$ cat src/rtl/aes_pkg.sv
// Shared types and constants for the AES state loader and its slot store.
//   aes_state_t  : full 128-bit state, indexed [column][row][bit]
//   aes_word_t   : one 32-bit column word, bits [8r+7:8r] hold row r
//   aes_slot_t   : one buffered state plus the op bit that travels with it
//   slot_state_e : lifecycle of a single buffer slot
package aes_pkg;

  localparam int NumColumns = 4;
  localparam int NumRows    = 4;

  typedef logic [NumColumns-1:0][NumRows-1:0][7:0] aes_state_t;
  typedef logic [31:0] aes_word_t;

  typedef struct packed {
    logic       op;
    aes_state_t state;
  } aes_slot_t;

  typedef enum logic [1:0] {
    SlotEmpty,
    SlotFilling,
    SlotFull
  } slot_state_e;

endpackage

$ cat src/rtl/aes_state_slot.sv
// Single state buffer slot: one column register per column with its own
// write enable, plus the op bit captured on the first beat.
//   clk, rst : clock and synchronous active-high reset
//   col_we   : one-hot column write enable
//   op_we    : capture op alongside column 0
//   word     : column word to write
//   op       : op bit to capture
//   slot     : stored op bit and state
module aes_state_slot
  import aes_pkg::*;
(
  input  logic                  clk,
  input  logic                  rst,
  input  logic [NumColumns-1:0] col_we,
  input  logic                  op_we,
  input  aes_word_t             word,
  input  logic                  op,
  output aes_slot_t             slot
);

  always_ff @(posedge clk) begin
    if (rst) begin
      slot <= '0;
    end else begin
      for (int c = 0; c < NumColumns; c++) begin
        if (col_we[c]) slot.state[c] <= word;
      end
      if (op_we) slot.op <= op;
    end
  end

endmodule

$ cat src/rtl/aes_state_loader.sv
// Collects four 32-bit column words into a 128-bit AES state and buffers
// complete states in a small ring of slots ahead of the SubBytes stage.
//   clk, rst      : clock and synchronous active-high reset
//   clear_i       : flush partial state (and full slots unless ClearKeepsFull)
//   in_valid_i    : column word valid
//   in_ready_o    : a word can be accepted this cycle
//   in_word_i     : column word, row r in bits [8r+7:8r]
//   in_op_i       : op bit, sampled on beat 0 only
//   out_valid_o   : a complete state is presented
//   out_ready_i   : downstream takes the presented state
//   op_o, data_o  : presented op bit and state
//   busy_o        : a state is being assembled or any slot is full
module aes_state_loader
  import aes_pkg::*;
#(
  parameter int NumSlots       = 2,
  parameter bit ClearKeepsFull = 1'b0
) (
  input  logic       clk,
  input  logic       rst,
  input  logic       clear_i,
  input  logic       in_valid_i,
  output logic       in_ready_o,
  input  aes_word_t  in_word_i,
  input  logic       in_op_i,
  output logic       out_valid_o,
  input  logic       out_ready_i,
  output logic       op_o,
  output aes_state_t data_o,
  output logic       busy_o
);

  localparam int PtrW = (NumSlots > 1) ? $clog2(NumSlots) : 1;
  localparam logic [PtrW-1:0] LastSlot = PtrW'(NumSlots - 1);

  logic [1:0]          beat_q, beat_d;
  logic [PtrW-1:0]     wr_ptr_q, wr_ptr_d;
  logic [PtrW-1:0]     rd_ptr_q, rd_ptr_d;
  slot_state_e         slot_state_q [NumSlots];
  slot_state_e         slot_state_d [NumSlots];
  logic [NumSlots-1:0] full;
  aes_slot_t           slot_q [NumSlots];
  logic                in_fire;
  logic                out_fire;

  always_comb begin
    for (int i = 0; i < NumSlots; i++) begin
      full[i] = (slot_state_q[i] == SlotFull);
    end
  end

  // in_ready_o depends only on registered flags, so a drain this cycle
  // frees the slot for input no earlier than the next cycle.
  assign in_ready_o  = !full[wr_ptr_q];
  assign out_valid_o = full[rd_ptr_q];
  assign data_o      = slot_q[rd_ptr_q].state;
  assign op_o        = slot_q[rd_ptr_q].op;
  assign busy_o      = (beat_q != 2'd0) || (|full);

  // Clear overrides both handshakes in the same cycle.
  assign in_fire  = in_valid_i && in_ready_o && !clear_i;
  assign out_fire = out_valid_o && out_ready_i && !clear_i;

  always_ff @(posedge clk) begin
    if (rst) begin
      beat_q   <= '0;
      wr_ptr_q <= '0;
      rd_ptr_q <= '0;
      for (int i = 0; i < NumSlots; i++) slot_state_q[i] <= SlotEmpty;
    end else begin
      beat_q   <= beat_d;
      wr_ptr_q <= wr_ptr_d;
      rd_ptr_q <= rd_ptr_d;
      for (int i = 0; i < NumSlots; i++) slot_state_q[i] <= slot_state_d[i];
    end
  end

  // The write slot is never full while accepting, and the read slot is
  // always full while draining, so both updates can land together.
  always_comb begin
    beat_d   = beat_q;
    wr_ptr_d = wr_ptr_q;
    rd_ptr_d = rd_ptr_q;
    for (int i = 0; i < NumSlots; i++) slot_state_d[i] = slot_state_q[i];

    if (clear_i) begin
      beat_d = '0;
      for (int i = 0; i < NumSlots; i++) begin
        if (!ClearKeepsFull || slot_state_q[i] == SlotFilling) slot_state_d[i] = SlotEmpty;
      end
      if (!ClearKeepsFull) begin
        wr_ptr_d = '0;
        rd_ptr_d = '0;
      end
    end else begin
      if (out_fire) begin
        slot_state_d[rd_ptr_q] = SlotEmpty;
        rd_ptr_d = (rd_ptr_q == LastSlot) ? '0 : rd_ptr_q + 1'b1;
      end
      if (in_fire) begin
        beat_d = beat_q + 2'd1;
        if (beat_q == 2'd0) slot_state_d[wr_ptr_q] = SlotFilling;
        if (beat_q == 2'd3) begin
          slot_state_d[wr_ptr_q] = SlotFull;
          wr_ptr_d = (wr_ptr_q == LastSlot) ? '0 : wr_ptr_q + 1'b1;
        end
      end
    end
  end

  for (genvar g = 0; g < NumSlots; g++) begin : g_slot
    logic sel;
    assign sel = in_fire && (wr_ptr_q == PtrW'(g));

    aes_state_slot u_slot (
      .clk    (clk),
      .rst    (rst),
      .col_we (sel ? (4'b0001 << beat_q) : 4'b0000),
      .op_we  (sel && (beat_q == 2'd0)),
      .word   (in_word_i),
      .op     (in_op_i),
      .slot   (slot_q[g])
    );
  end

endmodule

$ cat config.mk
export PLATFORM = sky130hd
export DESIGN_NAME = aes_state_loader
export DESIGN_NICKNAME = d
export VERILOG_FILES = /design/src/rtl/aes_pkg.sv /design/src/rtl/aes_state_slot.sv /design/src/rtl/aes_state_loader.sv
export SDC_FILE = /design/constraint.sdc
export NUM_CORES = 1
export LEC_CHECK = 0
export ABC_CLOCK_PERIOD_IN_PS = 1610
export BUFFER_PORTS_ARGS = -buffer_cell sky130_fd_sc_hd__buf_2
export CORE_UTILIZATION = 52
export DETAILED_ROUTE_END_ITERATION = 8
export PLACE_DENSITY = 0.82
export SLEW_MARGIN = 10
export SYNTH_ARGS = -nofsm -noshare
export SYNTH_HDL_FRONTEND = slang
export SYNTH_HIERARCHICAL = 1
export SYNTH_SLANG_ARGS = --single-unit
$ cat constraint.sdc
create_clock -name clk -period 1.61 [get_ports clk]
set_input_delay 0.2415 -clock clk [delete_from_list [all_inputs] [get_ports clk]]
set_output_delay 0.2415 -clock clk [all_outputs]
set_load 0.005 [all_outputs]
==> metrics.log, run 1 <==
INFO  metric drcViolationCount = 0
INFO  metric timing.slew.headroom = 0.611
INFO  metric final-instance-count-excl-fill = about 1,600
INFO  metric crit_required = 1370 ps
INFO  metric cts_tree = built
INFO  metric pwr-share-seq = 0.448
INFO  metric dp.final_hpwl = 17,100 um
INFO  metric vias_in_the_first_global_route = 8,405
INFO  metric finalHoldViolCount = 0
INFO  metric final_layout_size_suffix_gt1_frac = 0.390
INFO  metric final_min_period_over_clock_period = 1.25
INFO  metric rr_startpoint = beat_q[0]$_SDFFE_PP0N_
INFO  metric design.die.area = 22,800 um2
INFO  metric start_util = 0.530
INFO  metric gr_usage_total = 0.251
INFO  metric run_status = finished, violations left
INFO  metric firstDrtPassIters = 5
INFO  metric rsz0062_at_grt = yes
INFO  metric route.detailed.vias_per_inst = around 5.5
INFO  metric failed_checks = negative setup slack
INFO  metric worst_setup_hold_path_clk_slew = 60 ps
INFO  metric design.core.area = 21,800 um2
INFO  metric syn-mean-instance-area = 11.1 um2
INFO  metric layout_setup_ws = -397 ps
INFO  metric cap_viol_max_count = 0
INFO  metric post_synth_inst_count = about 1,000
INFO  metric power-per-cell-area = 945 nW/um2
INFO  metric reg2regPathDepth = 8
INFO  metric path_max_fanout = 10
INFO  metric ff2ff_setup_slack = -200 ps
INFO  metric grt_max_degree = 126
INFO  metric dr.first_iter.drc_count = around 550
INFO  metric worst_skew_pair.late_latency = 540 ps
INFO  metric ys_ff_latch = 266
INFO  metric warnings_synthesis = 6
INFO  metric setup_violations = 305
INFO  metric post_drt_wl_per_cell = 21.3 um
INFO  metric timing.critical_path.arrival = roughly 1800 ps
INFO  metric syn_nets = 1,085
INFO  metric finalWirelength = 33,700 um
INFO  metric area.growth.synth_to_final = 36.7%
INFO  metric cts_made_buffers = 28
INFO  metric vdd.ir_drop.worst = just under 0.8 mV
INFO  metric dpl.cell_count = 1,459
INFO  metric grt.overflow.total = 0
INFO  metric timing.critical_path.to_type = output pin
INFO  metric timing_worst_slew_pin_value = 584 ps
INFO  metric portBuffers = ~170
INFO  metric synthesis.area = 11,500 um2
INFO  metric timing.hold.worst.start = in_word_i[21]
INFO  metric floorplan.die.width = 151 um
INFO  metric dr_total_vias = 8,780
INFO  metric gp_routability_congestion = 0.825
INFO  metric synth_cell_type_count = 32
INFO  metric report.final.slew_viol_count = 0
INFO  metric nNetsFinal = 1,324
INFO  metric postRouteAntennaNets = 0
INFO  metric netSwitchingFraction = 0.215
INFO  metric worstHoldPathType = input pin to register
INFO  metric cellLeakagePower = 6.21 nW
INFO  metric clock_tree.buffer_depth = 3
INFO  metric boundaryPins = 170
INFO  metric place_worst_setup_slack = -161 ps
INFO  metric initial_antenna_violation_count = 0
INFO  metric power.share.combinational = 0.051
INFO  metric timing.critical_path.from_type = register
INFO  metric timing.clock.skew = 17.7 ps
INFO  metric grt_first_pass_wirelength = 44,700 um
INFO  metric cts_sinks = 266
INFO  metric number_of_placement_rows = 54
INFO  metric crit_path_start = rd_ptr_q$_SDFFE_PP0N_
INFO  metric p_int = 11.7 mW
INFO  metric netSwitchingPower = 3.20 mW
INFO  metric fmax = 0.498 GHz
INFO  metric insertedDiodeCount = 0
INFO  metric cts_max_level = 1
INFO  metric p_clk_frac = 0.500
INFO  metric floorplan.die.height = 151 um
INFO  metric clock-root-buffer = sky130_fd_sc_hd__clkbuf_16
INFO  metric terminus_of_the_critical_flop_to_flop_path = g_slot[1].u_slot/slot[102]$_SDFFE_PP0P_
INFO  metric cp-endpoint = data_o[39]
INFO  metric min_delay_path_depth = 3
INFO  metric synth.yosys.seq_area_share = 0.462
INFO  metric min_period = 2010 ps
INFO  metric setup.worst_path.class = register to output pin
INFO  metric final_core_util = 0.724
## cell usage after synthesis
cell type | number | area share
sky130_fd_sc_hd__nand2b_1 | 1 | 0.00054
sky130_fd_sc_hd__dfxtp_1 | 266 | 0.46
sky130_fd_sc_hd__o21a_1 | 2 | 0.0013
sky130_fd_sc_hd__buf_2 | 37 | 0.016
sky130_fd_sc_hd__nor2_2 | 1 | 0.00054
sky130_fd_sc_hd__inv_1 | 6 | 0.0020
sky130_fd_sc_hd__mux2i_1 | 260 | 0.23
sky130_fd_sc_hd__ha_1 | 4 | 0.0043
sky130_fd_sc_hd__nor2_1 | 261 | 0.085
sky130_fd_sc_hd__buf_12 | 24 | 0.042
sky130_fd_sc_hd__nor3_1 | 3 | 0.0013
sky130_fd_sc_hd__a22o_1 | 1 | 0.00076
sky130_fd_sc_hd__nor2b_1 | 2 | 0.0011
sky130_fd_sc_hd__or4_1 | 1 | 0.00065
sky130_fd_sc_hd__and2_1 | 4 | 0.0022
sky130_fd_sc_hd__o311a_1 | 1 | 0.00087
sky130_fd_sc_hd__a21oi_1 | 2 | 0.00087
sky130_fd_sc_hd__nor4_1 | 1 | 0.00054
sky130_fd_sc_hd__nand4b_1 | 1 | 0.00076
sky130_fd_sc_hd__a311oi_1 | 1 | 0.00076
sky130_fd_sc_hd__and4_1 | 2 | 0.0015
sky130_fd_sc_hd__o21ai_0 | 2 | 0.00087
sky130_fd_sc_hd__o211a_1 | 1 | 0.00087
sky130_fd_sc_hd__nor3b_1 | 1 | 0.00065
sky130_fd_sc_hd__a211oi_1 | 1 | 0.00065
sky130_fd_sc_hd__a211oi_2 | 1 | 0.0011
sky130_fd_sc_hd__buf_6 | 15 | 0.015
sky130_fd_sc_hd__nand3_1 | 2 | 0.00087
sky130_fd_sc_hd__mux2_2 | 129 | 0.13
sky130_fd_sc_hd__nand2_1 | 8 | 0.0026
sky130_fd_sc_hd__buf_4 | 1 | 0.00065
sky130_fd_sc_hd__o211ai_1 | 1 | 0.00065
## worst max-delay path, stage by stage (launching register included)
cell	delay, ps
sky130_fd_sc_hd__dfxtp_4	380
sky130_fd_sc_hd__buf_12	170
sky130_fd_sc_hd__clkbuf_16	200
sky130_fd_sc_hd__mux2_2	330
sky130_fd_sc_hd__buf_2	130
## layout by cell type (no fill, tap or decap), types with 3 or more instances in the layout
cell type,netlist,routed
sky130_fd_sc_hd__bufinv_16,0,7
sky130_fd_sc_hd__buf_4,1,31
sky130_fd_sc_hd__inv_1,6,4
sky130_fd_sc_hd__mux2i_2,0,7
sky130_fd_sc_hd__nor2_1,261,259
sky130_fd_sc_hd__buf_8,0,5
sky130_fd_sc_hd__clkbuf_8,0,7
sky130_fd_sc_hd__mux2_2,129,62
sky130_fd_sc_hd__buf_12,24,31
sky130_fd_sc_hd__mux2_4,0,67
sky130_fd_sc_hd__mux2i_1,260,249
sky130_fd_sc_hd__buf_16,0,5
sky130_fd_sc_hd__nand2_1,8,6
sky130_fd_sc_hd__dfxtp_4,0,3
sky130_fd_sc_hd__buf_6,15,93
sky130_fd_sc_hd__ha_4,0,4
sky130_fd_sc_hd__dlygate4sd3_1,0,3
sky130_fd_sc_hd__dfxtp_1,266,259
sky130_fd_sc_hd__buf_2,37,100
sky130_fd_sc_hd__mux2i_4,0,4
sky130_fd_sc_hd__dfxtp_2,0,4
sky130_fd_sc_hd__clkbuf_16,0,47
sky130_fd_sc_hd__and2_4,0,4
sky130_fd_sc_hd__clkinv_2,0,4
## power groups by stage
stage          clock network [mW]  logic, mW  registers [mW]
2_1_floorplan                   0      0.337            6.81
3_3_place_gp                    0      0.591            6.81
3_5_place_dp                    0      0.601            6.81
4_1_cts                      7.44      0.674            6.67
5_1_grt                      7.78      0.807            6.67
6_report                     7.44      0.766            6.67
## kinds of logic after synthesis
| family | count (synthesis) | share of synthesized area |
|---|---|---|
| flip-flops | 266 | 0.462 |
| adder cells (fa/ha/maj) | 4 | 0.00434 |
| multiplexers | 389 | 0.352 |
| AO/OA/AOI/OAI | 13 | 0.00868 |
| AND/OR/NAND/NOR | 288 | 0.0982 |
| buffers and inverters | 83 | 0.0750 |
## sequential cells by signal, indices dropped and copies added, names as in the netlist
register	cells
beat_q	2
g_slot.u_slot/slot	258
rd_ptr_q	1
slot_state_q	4
wr_ptr_q	1
## through the flow
| step | area [um2] | setup TNS, ps | power, mW | hold WS [ps] |
|---|---|---|---|---|
| CTS | 14700 | -44660 | 14.8 | 51.1 |
| floorplan | 11500 | 0 | 7.14 | 355 |
| global placement | 12500 | -3400 | 7.40 | 466 |
| global route | 15800 | -73610 | 15.3 | 68.7 |
| finish | 15800 | -59530 | 14.9 | 55.6 |
| detailed placement | 12500 | -12430 | 7.42 | 477 |
## worst min path at each step
stage | to | slack [ps]
after floorplan | rd_ptr_q$_SDFFE_PP0N_ | 350
after global placement | g_slot[1].u_slot/slot[85]$_SDFFE_PP0P_ | 470
after detailed placement | g_slot[0].u_slot/slot[43]$_SDFFE_PP0P_ | 480
after CTS | g_slot[0].u_slot/slot[104]$_SDFFE_PP0P_ | 50
after global routing | g_slot[1].u_slot/slot[116]$_SDFFE_PP0P_ | 70
final | g_slot[1].u_slot/slot[117]$_SDFFE_PP0P_ | 60
## layer usage
| layer | global-route usage | wire length [um] | share of wire |
|---|---|---|---|
| met1 | 0.313 | 14500 | 0.43 |
| met2 | 0.427 | 16200 | 0.48 |
| met3 | 0.0428 | 1810 | 0.054 |
| met4 | 0.110 | 1260 | 0.037 |
| met5 | 0 | 0 | 0 |
## layout make-up
cell class / count / area [um2]
Fill cell: 1352 / 6000
Multi-Input combinational cell: 694 / 5860
Sequential cell: 266 / 5340
Timing Repair Buffer: 286 / 3090
Clock buffer: 37 / 826
Tap cell: 280 / 350
Clock inverter: 14 / 254
Inverter: 6 / 27.5
## what timing repair did
action | 4_1_cts | 5_1_grt
resized for setup | 161 | 98
gates cloned | 5 | 19
pin swaps | 6 | 13
endpoints found under the hold margin | 14 | 0
endpoints found under the setup margin | 300 | 382
hold buffers | 3 | 0
setup buffers | 28 | 21
(Power assumes the default switching activity.)
==> run 2, diff against run 1 <==
--- a/config.mk
+++ b/config.mk
@@ -5,11 +5,13 @@
 export SDC_FILE = /design/constraint.sdc
 export NUM_CORES = 1
 export LEC_CHECK = 0
+export ABC_AREA = 1
 export ABC_CLOCK_PERIOD_IN_PS = 1610
 export BUFFER_PORTS_ARGS = -buffer_cell sky130_fd_sc_hd__buf_2
-export CORE_UTILIZATION = 52
+export CORE_UTILIZATION = 30
+export CTS_CLUSTER_DIAMETER = 40
 export DETAILED_ROUTE_END_ITERATION = 8
-export PLACE_DENSITY = 0.82
+export PLACE_DENSITY = 0.54
 export SLEW_MARGIN = 10
 export SYNTH_ARGS = -nofsm -noshare
 export SYNTH_HDL_FRONTEND = slang
==> run 2 against run 1 <==
The flow still finishes with violations (negative setup slack). Core utilization is 29 points lower. Largest power group unchanged. Cell count is 69% higher. Critical path type unchanged. Register-to-register slack better by 260 ps. Via count is 37% higher. Setup slack better by 130 ps.
==> metrics.log, run 2 <==
INFO  metric design.die.area = slightly above 40,000 um2
INFO  metric design.core.area = 39,000 um2
INFO  metric most-common-layout-cells = 778 x sky130_fd_sc_hd__nand2_1, 526 x sky130_fd_sc_hd__nor2_1, 259 x sky130_fd_sc_hd__dfxtp_1
INFO  metric min_period = 1880 ps
INFO  metric worst_skew_pair.late_latency = 530 ps
INFO  metric setup_violations = 130
INFO  metric top_regs = g_slot.u_slot/slot (258), slot_state_q (4), beat_q (2)
INFO  metric synth_edf_count = 0
INFO  metric terminus_of_the_critical_flop_to_flop_path = g_slot[0].u_slot/slot[62]$_SDFFE_PP0P_
INFO  metric synth_cell_type_count = 18
INFO  metric reg2regPathDepth = 11
INFO  metric boundaryPins = 170
INFO  metric synth.most_common_cell = sky130_fd_sc_hd__nand2_1
INFO  metric cap_viol_max_count = 0
INFO  metric setup.worst_path.class = register to output pin
INFO  metric cts_tree = built
INFO  metric start_util = 0.307
INFO  metric final-instance-count-excl-fill = ~2,700
INFO  metric netSwitchingPower = 3.97 mW
INFO  metric rsz0062_at_grt = yes
INFO  metric timing.clock.skew = 20.0 ps
INFO  metric power.share.combinational = 0.066
INFO  metric postRouteAntennaNets = 0
INFO  metric timing_worst_slew_pin_value = 452 ps
INFO  metric cts_hold_buffers = 0
INFO  metric global_route.peak_usage_layer = met1
INFO  metric dpl_cell_area = 13,400 um2
INFO  metric grt.met3_usage = 0.0284
INFO  metric n_fill_cell = between 3,000 and 4,000
INFO  metric mostFrequentLayoutCell = sky130_fd_sc_hd__nand2_1
INFO  metric netSwitchingFraction = 0.236
INFO  metric worst_hold_slack = ~32 ps
INFO  metric run_status = finished, violations left
INFO  metric number_of_placement_rows = 72
INFO  metric pwr-share-seq = 0.401
INFO  metric cts_max_level = 2
INFO  metric syn-mean-instance-area = 6.19 um2
INFO  metric use_met2 = 0.286
INFO  metric worstHoldPathType = input pin to register
INFO  metric floorplan.die.width = 202 um
INFO  metric final_min_period_over_clock_period = 1.17
INFO  metric dpl.cell_count = between 2,000 and 3,000
INFO  metric ff2ff_setup_slack = 60 ps
INFO  metric largest-register = g_slot.u_slot/slot
INFO  metric vdd.ir_drop.worst = around 0.65 mV
INFO  metric floorplan.die.height = between 200 and 250 um
INFO  metric dp.final_hpwl = between 20,000 and 30,000 um
INFO  metric cts_sinks = approximately 270
INFO  metric route.detailed.vias_per_inst = 4.49
INFO  metric timing.critical_path.arrival = 1640 ps
INFO  metric ys_ff_latch = between 200 and 300
INFO  metric final_core_util = 0.432
INFO  metric nNetsFinal = 2,171
INFO  metric failed_checks = negative setup slack
INFO  metric worst_setup_hold_path_clk_slew = 50 ps
INFO  metric p_clk_frac = 0.533
INFO  metric netlist_top_cells_area = sky130_fd_sc_hd__dfxtp_1 44%, sky130_fd_sc_hd__nand2_1 29%, sky130_fd_sc_hd__nor2_1 17%
INFO  metric fmax = 0.532 GHz
INFO  metric synth.yosys.seq_area_share = 0.445
INFO  metric finalWirelength = 44,200 um
INFO  metric report.final.slew_viol_count = 0
INFO  metric synthesis.area = 12,000 um2
INFO  metric timing.hold.worst.start = in_op_i
INFO  metric cts_made_buffers = 40
INFO  metric p_int = 12.9 mW
INFO  metric layout_setup_ws = -270 ps
INFO  metric yosys.area.top_type = sky130_fd_sc_hd__dfxtp_1
INFO  metric synthDominantCellAreaShare = 0.445
INFO  metric global_route.usage.met1 = 0.300
INFO  metric path_max_fanout = 12
INFO  metric cellLeakagePower = approximately 7.9 nW
INFO  metric final_layout_size_suffix_gt1_frac = 0.233
INFO  metric timing.critical_path.from_type = register
INFO  metric clock_tree.buffer_depth = 3
INFO  metric gp_routability_congestion = just under 0.8
INFO  metric crit_required = 1370 ps
INFO  metric firstDrtPassIters = 5
INFO  metric cp-endpoint = data_o[80]
INFO  metric grt_max_degree = 81
INFO  metric post_synth_inst_count = 1,936
INFO  metric rr_startpoint = slot_state_q[0][0]$_SDFF_PP0_
INFO  metric final_design_area_no_fill = 16,800 um2
INFO  metric largest_reg_flops = 258
INFO  metric drcViolationCount = 0
INFO  metric grt.overflow.total = 0
INFO  metric synth.cells.most_frequent = 918 x sky130_fd_sc_hd__nand2_1, 530 x sky130_fd_sc_hd__nor2_1, 266 x sky130_fd_sc_hd__dfxtp_1
INFO  metric timing.slew.headroom = 0.699
INFO  metric gr_usage_total = 0.198
INFO  metric area.growth.synth_to_final = 40.6%
INFO  metric place_worst_setup_slack = 20.7 ps
INFO  metric dr_total_vias = 12,000
INFO  metric grt_first_pass_wirelength = 62,700 um
INFO  metric dr.first_iter.drc_count = between 1,000 and 1,500
INFO  metric clock-root-buffer = sky130_fd_sc_hd__clkbuf_16
INFO  metric vias_in_the_first_global_route = 10,700
INFO  metric portBuffers = 169
INFO  metric crit_path_start = rd_ptr_q$_SDFFE_PP0N_
INFO  metric warnings_synthesis = 6
INFO  metric finalHoldViolCount = 0
INFO  metric initial_antenna_violation_count = 1
INFO  metric syn_nets = slightly below 2,000
INFO  metric synth_top_flop_cell = sky130_fd_sc_hd__dfxtp_1
INFO  metric post_drt_wl_per_cell = ~17 um
INFO  metric async_reset_ff_frac = 0
INFO  metric power-per-cell-area = 999 nW/um2
INFO  metric timing.critical_path.to_type = output pin
## run 2: cell count changes after synthesis, moves of 4 or more
cell / previous run / this run
sky130_fd_sc_hd__and2_1: 4 / 0
sky130_fd_sc_hd__buf_12: 24 / 0
sky130_fd_sc_hd__buf_2: 37 / 58
sky130_fd_sc_hd__buf_4: 1 / 40
sky130_fd_sc_hd__buf_6: 15 / 10
sky130_fd_sc_hd__clkbuf_1: 0 / 5
sky130_fd_sc_hd__inv_1: 6 / 83
sky130_fd_sc_hd__mux2_2: 129 / 0
sky130_fd_sc_hd__mux2i_1: 260 / 0
sky130_fd_sc_hd__nand2_1: 8 / 918
sky130_fd_sc_hd__nor2_1: 261 / 530
## run 2: worst min path at each step
| stage | endpoint | cells after the start |
|---|---|---|
| 6_report | g_slot[1].u_slot/slot[128]$_SDFFE_PP0P_ | 5 |
| 5_1_grt | g_slot[1].u_slot/slot[128]$_SDFFE_PP0P_ | 5 |
| 4_1_cts | g_slot[1].u_slot/slot[128]$_SDFFE_PP0P_ | 5 |
| 3_5_place_dp | g_slot[1].u_slot/slot[68]$_SDFFE_PP0P_ | 2 |
| 3_3_place_gp | g_slot[0].u_slot/slot[113]$_SDFFE_PP0P_ | 2 |
| 2_1_floorplan | wr_ptr_q$_SDFFE_PP0P_ | 3 |
## run 2: what timing repair did
item / CTS / global route
buffers inserted: 13 / 11
setup endpoints to repair: 132 / 298
resized for setup: 127 / 163
gates cloned: 17 / 19
pin swaps: 6 / 25
## run 2: critical path: stages, from the launching register on
cell	delay [ps]
sky130_fd_sc_hd__dfxtp_4	450
sky130_fd_sc_hd__buf_6	170
sky130_fd_sc_hd__buf_16	150
sky130_fd_sc_hd__nand2_1	60
sky130_fd_sc_hd__nand2_1	140
sky130_fd_sc_hd__buf_2	140
## run 2: metrics by stage
| step | setup TNS (ps) | power (mW) |
|---|---|---|
| finish | -28900 | 16.8 |
| global route | -37280 | 17.4 |
| CTS | -31010 | 16.8 |
| detailed placement | 0 | 7.80 |
| global placement | 0 | 7.79 |
| floorplan | 0 | 7.43 |
## run 2: cell type report
| cell class | instances | area, um2 | area share |
|---|---|---|---|
| sequential | 266 | 5340 | 0.317 |
| tap | 518 | 648 | 0.0385 |
| multi-input combinational | 1471 | 6290 | 0.374 |
| antenna | 1 | 2.50 | 0.000149 |
| inverter | 86 | 340 | 0.0202 |
| timing repair buffer | 264 | 2850 | 0.169 |
| clock inverter | 22 | 292 | 0.0173 |
| clock buffer | 49 | 1090 | 0.0645 |
## run 2: logic make-up after synthesis
| kind of cell | Yosys count | synth area share |
|---|---|---|
| AND/OR/NAND/NOR | 1458 | 0.460 |
| flip-flops | 266 | 0.445 |
| buffers and inverters | 199 | 0.0872 |
| AO/OA/AOI/OAI | 9 | 0.00407 |
| adder cells (fa/ha/maj) | 4 | 0.00418 |
## run 2: power by group through the flow
stage          combinational [mW]  sequential [mW]  clock, mW
5_1_grt                      1.22             6.74       9.43
2_1_floorplan               0.588             6.84          0
3_5_place_dp                0.946             6.85          0
3_3_place_gp                0.940             6.85          0
4_1_cts                     0.998             6.72       9.13
6_report                     1.12             6.74       8.97
## run 2: per-layer routing
metal	share of wire	vias to the layer above
met5	0	-
met4	0.023	0
met3	0.056	55
met2	0.43	348
met1	0.49	5509
li1	-	6102
